===== config.mk =====
export PLATFORM = sky130hd
export DESIGN_NAME = obstacle_collider
export DESIGN_NICKNAME = d
export VERILOG_FILES = /design/src/rtl/game_pkg.sv /design/src/rtl/lfsr16.sv /design/src/rtl/obstacle_collider.sv
export SDC_FILE = /design/constraint.sdc
export NUM_CORES = 1
export LEC_CHECK = 0
export CAP_MARGIN = 20
export CORE_MARGIN = 5
export CORE_UTILIZATION = 54
export DETAILED_ROUTE_END_ITERATION = 8
export PLACE_DENSITY = 0.83
export SYNTH_ARGS = -nofsm -noshare
export SYNTH_HDL_FRONTEND = slang
export SYNTH_SLANG_ARGS = --single-unit

===== constraint.sdc =====
create_clock -name clk -period 4.8 [get_ports clk]
set_input_delay 0.96 -clock clk [delete_from_list [all_inputs] [get_ports clk]]
set_output_delay 0.96 -clock clk [all_outputs]
set_load 0.02 [all_outputs]

===== src/rtl/game_pkg.sv =====
// Shared types and constants for the obstacle game datapath.
package game_pkg;

  typedef enum logic [1:0] {IDLE, RUN, OVER} state_t;

  localparam int unsigned DEF_FIELD_LEFT  = 265;
  localparam int unsigned DEF_FIELD_RIGHT = 663;
  localparam int unsigned DEF_GROUND_Y    = 450;

  // Galois form of x^16+x^14+x^13+x^11+1, shifting right.
  localparam logic [15:0] LFSR_SEED = 16'hACE1;
  localparam logic [15:0] LFSR_TAPS = 16'hB400;

endpackage


===== src/rtl/lfsr16.sv =====
// 16-bit Galois LFSR, stepped when advance is high.
module lfsr16
  import game_pkg::*;
(
  input  logic        clk,
  input  logic        reset,
  input  logic        advance,
  output logic [15:0] value
);

  logic [15:0] value_q, value_d;

  always_comb begin
    value_d = value_q;
    if (advance) begin
      value_d = {1'b0, value_q[15:1]} ^ (value_q[0] ? LFSR_TAPS : 16'h0000);
    end
  end

  always_ff @(posedge clk) begin
    if (reset) value_q <= LFSR_SEED;
    else       value_q <= value_d;
  end

  assign value = value_q;

endmodule


===== src/rtl/obstacle_collider.sv =====
// Scrolls one ground obstacle, scores clears and latches game-over on contact.
// Define RAND_GAP_EN to add an LFSR-driven random gap to the respawn column.
module obstacle_collider
  import game_pkg::*;
#(
  parameter int unsigned PLAYER_W    = 50,
  parameter int unsigned PLAYER_H    = 50,
  parameter int unsigned OBST_W      = 30,
  parameter int unsigned OBST_H      = 40,
  parameter int unsigned FIELD_LEFT  = DEF_FIELD_LEFT,
  parameter int unsigned FIELD_RIGHT = DEF_FIELD_RIGHT,
  parameter int unsigned GROUND_Y    = DEF_GROUND_Y,
  parameter int unsigned MAX_STEP    = 4
) (
  input  logic        clk,
  input  logic        reset,
  input  logic        tick,
  input  logic        start,
  input  logic [15:0] x_player,
  input  logic [15:0] y_player,
  output logic [15:0] obstacle_x,
  output logic [15:0] obstacle_y,
  output logic [15:0] score,
  output logic        hit,
  output logic        game_over
);

  localparam logic [15:0] OBST_Y = 16'(GROUND_Y - OBST_H);

  state_t      state_q, state_d;
  logic [15:0] ox_q, ox_d;
  logic [15:0] score_q, score_d;
  logic        hit_q, hit_d;
  logic [15:0] respawn_x;
  logic [15:0] speed;
  logic [15:0] step;
  logic        overlap;

`ifdef RAND_GAP_EN
  logic [15:0] lfsr_value;

  lfsr16 u_lfsr (
    .clk     (clk),
    .reset   (reset),
    .advance (tick),
    .value   (lfsr_value)
  );

  assign respawn_x = 16'(FIELD_RIGHT) + {9'd0, lfsr_value[5:0], 1'b0};
`else
  assign respawn_x = 16'(FIELD_RIGHT);
`endif

  assign speed = score_q >> 3;
  assign step  = (speed > 16'(MAX_STEP - 1)) ? 16'(MAX_STEP) : speed + 16'd1;

  // 17-bit sums keep the box edges from wrapping near 16'hFFFF.
  assign overlap = ({1'b0, x_player} < {1'b0, ox_q} + 17'(OBST_W))       &&
                   ({1'b0, ox_q}     < {1'b0, x_player} + 17'(PLAYER_W)) &&
                   ({1'b0, y_player} < {1'b0, OBST_Y} + 17'(OBST_H))     &&
                   ({1'b0, OBST_Y}   < {1'b0, y_player} + 17'(PLAYER_H));

  always_ff @(posedge clk) begin
    if (reset) begin
      state_q <= IDLE;
      ox_q    <= 16'(FIELD_RIGHT);
      score_q <= 16'd0;
      hit_q   <= 1'b0;
    end else begin
      state_q <= state_d;
      ox_q    <= ox_d;
      score_q <= score_d;
      hit_q   <= hit_d;
    end
  end

  always_comb begin
    state_d = state_q;
    ox_d    = ox_q;
    score_d = score_q;
    hit_d   = 1'b0;
    unique case (state_q)
      IDLE: begin
        if (start) state_d = RUN;
      end
      RUN: begin
        // Contact takes priority over a same-cycle tick.
        if (overlap) begin
          state_d = OVER;
          hit_d   = 1'b1;
        end else if (tick) begin
          if ({1'b0, ox_q} < 17'(FIELD_LEFT) + {1'b0, step}) begin
            ox_d = respawn_x;
            if (score_q != 16'hFFFF) score_d = score_q + 16'd1;
          end else begin
            ox_d = ox_q - step;
          end
        end
      end
      OVER: begin
        if (start) begin
          state_d = RUN;
          score_d = 16'd0;
          ox_d    = respawn_x;
        end
      end
      default: state_d = IDLE;
    endcase
  end

  always_comb begin
    obstacle_x = ox_q;
    obstacle_y = OBST_Y;
    score      = score_q;
    hit        = hit_q;
    game_over  = (state_q == OVER);
  end

endmodule


==> metrics.csv, run 1 <==
metric,value,unit
outcome,"finished, final reports clean",
Post CTS Setup Buffer Count,0,
Layout Cells excl Fill,743,
Synth top area share,0.180,
wire length per cell,15.6,um
"Seq/Total Area, Yosys",0.160,
worst setup margin,298,ps
GRT Max-Usage Layer,met2,
Root Buffer,clkbuf_8,
core area,0.00781,mm^2
# setup viols final,0,
dpl cells,734,
clock sink count,35,
hold_buf cts,0,
PwrDens,139,mW/mm^2
Worst-path clk slew,70,ps
TritonRoute pass-1 iters,4,
clock buffer depth,2,
vias,4409,
Post-synth top flop,dfxtp_1,
initial antenna violation count,0,
CTS tree,yes,
vias in the first global route,4323,
Setup crit end kind,flop,
Util after Layout,0.674,
Fin Setup TNS,0,ps
IO Pins,86,
nets@finish,740,
final hold violation count,0,
first-pass GRT wire length,19300,um
Syn Std Cell Area,0.00437,mm^2
Synth area leader,ha_1,
number of port buffers,69,
DRC,0,
largest net degree at the start of global routing,52,
gr ovfl total,0,
width of the die,100,um
critical path data arrival time,4740,ps
number of synthesized flops with an enable pin,0,
Die Y,100,um
antenna diode count,0,
Crit path required time,5040,ps
cell count after synthesis,555,
post-synth cell types,71,
initial core utilization,0.560,
Slew HR,0.519,
Final Max Tran Viols,0,
minimum clock period,4500,ps
number of synthesis warnings,0,
Synth area leaders,"ha_1, dfxtp_1, xor2_1",
fmax,0.222,GHz
maximum vdd drop,0.114,mV
Placer Congestion,0.911,
row count,32,
met1 Use GR,0.277,
worst slew pin tran,720,ps
Max Fanout on Critical Path,24,
H-tree Lvls,2,
LEAKAGE,2.18,nW
DP Wirelength,9240,um
Max-Cap Viols,0,
RSZ-0062 raised after global routing,no,
CTS resizes,0,
Clock Latency Late Sink,290,ps
Hold Crit Class,flop to flop,
die area,0.0100,mm^2
Place WS,46.0,ps
Startpoint Class,input port,
Seq cells post-synth,35,
detailed-route wire length,11600,um
layout cell share with drive strength beyond 1,0.0499,
remaining antenna violation count,0,
post-DR vias/cell,5.93,
grt met2 use,0.420,
Initial DRC Count,327,
crit share post-route,0.938,
Area Growth Syn to Fin,20.3,%
met3 usage,0.0285,
Tot GR Track Use,0.230,
fraction of registers with async set/reset,0,
WS Path Type,input port to flop,
Layout Skew,6.18,ps
Syn Area/Cell,7.88,um^2
Num CTS Buffers,5,
[path summary, 6_finish.rpt]
kind / startpoint / to / slack, ps / cells after the start
worst max-delay path: x_player[6] / obstacle_x[13]$_SDFFE_PP0P_ / 300 / 15
worst min-delay path: score[2]$_SDFFE_PP0P_ / score[2]$_SDFFE_PP0P_ / 550 / 2
worst max register to register: score[3]$_SDFFE_PP0P_ / score[13]$_SDFFE_PP0P_ / 590 / 16
worst min register to register: score[2]$_SDFFE_PP0P_ / score[2]$_SDFFE_PP0P_ / 550 / 2
[cells by family after synthesis]
group	count (synthesis)	synth area share
flops	35	0.160
xor+xnor	38	0.0761
mux	6	0.0140
simple gates	213	0.260
fa+ha+maj	64	0.185
buf+inv	58	0.0710
compound gates	139	0.233
other cells	2	0.00172
[flip-flops by register name, summed over array words and instances (netlist names)]
signal      count
state_q         2
hit             1
score          16
obstacle_x     16
[area by class of cell]
type                    instances  area, um^2
well taps                     102         128
clock buffers                   8         100
inverters                      25        93.8
multi-input cells             497        3490
fillers                       671        2550
repair buffers                 76         743
flip-flops and latches         35         701
[report_power, final]
group | total, mW | internal, mW | leakage, nW | switching (mW)
logic | 0.196 | 0.0870 | 1.85 | 0.109
clock network | 0.239 | 0.131 | 0.0515 | 0.108
registers | 0.297 | 0.293 | 0.283 | 0.00428
[through the flow]
step / hold slack [ps] / instance area, um^2 / total power, mW
finish: 555 / 5260 / 0.732
global placement: 521 / 5150 / 0.491
CTS: 549 / 5250 / 0.734
floorplan: 559 / 4500 / 0.441
detailed placement: 538 / 5150 / 0.498
global route: 598 / 5260 / 0.770
[synth_stat cells, types with 9 or more instances]
master     n
ha_1      63
nand2_1   44
nor2_1    40
dfxtp_1   35
a21oi_1   26
inv_1     25
nand3_1   25
xor2_1    22
buf_4     16
nand4_1   16
xnor2_1   16
nor3_1    15
o21ai_1   15
a31oi_1   14
nand2b_1  14
nor4_1    12
and3_1    10
clkbuf_1  10
o21a_1    10
o211ai_1   9
[worst max-delay path, cell delays in order]
cell and delay, ps:
clkdlybuf4s50_1 590, and4_1 240, and2_1 190, nand3_1 100, xor2_1 160, ha_1 310
a21oi_1 150, o21ai_1 100, a2111oi_0 460, a211o_1 210, a21o_1 300, a21boi_4 240
buf_4 240, nor4b_1 330, a31o_1 140
[cells in the final DEF (no fill, tap or decap), drive strengths merged, types with 4 or more instances in the layout]
master	synthesis	routed
clkdlybuf4s50	0	69
ha	63	63
nand2	45	45
nor2	41	41
conb	2	37
dfxtp	35	35
a21oi	27	27
inv	25	25
nand3	25	25
o21ai	24	24
xor2	22	22
nand4	16	16
xnor2	16	16
nor3	16	16
nand2b	14	14
a31oi	14	14
nor4	13	13
and3	10	10
o21a	10	10
o211ai	9	9
clkbuf	10	8
nor2b	7	7
and2	7	7
buf	23	7
a311o	6	6
a21o	5	5
a41oi	5	5
mux2i	5	5
a211oi	4	4
a211o	4	4
a2111oi	4	4
a31o	4	4
[layer usage]
metal,wire (um),share of wire
met4,232,0.020
met1,4880,0.42
met5,0,0
met2,5920,0.51
met3,586,0.050
Power figures use the tool's default switching activity.
==> run 2, diff against run 1 <==
--- a/config.mk
+++ b/config.mk
@@ -10,6 +10,7 @@
 export CORE_UTILIZATION = 54
 export DETAILED_ROUTE_END_ITERATION = 8
 export PLACE_DENSITY = 0.83
+export SLEW_MARGIN = 10
 export SYNTH_ARGS = -nofsm -noshare
 export SYNTH_HDL_FRONTEND = slang
 export SYNTH_SLANG_ARGS = --single-unit
==> results of run 2 <==
Final layout, timing and power as in run 1 (identical DEF).
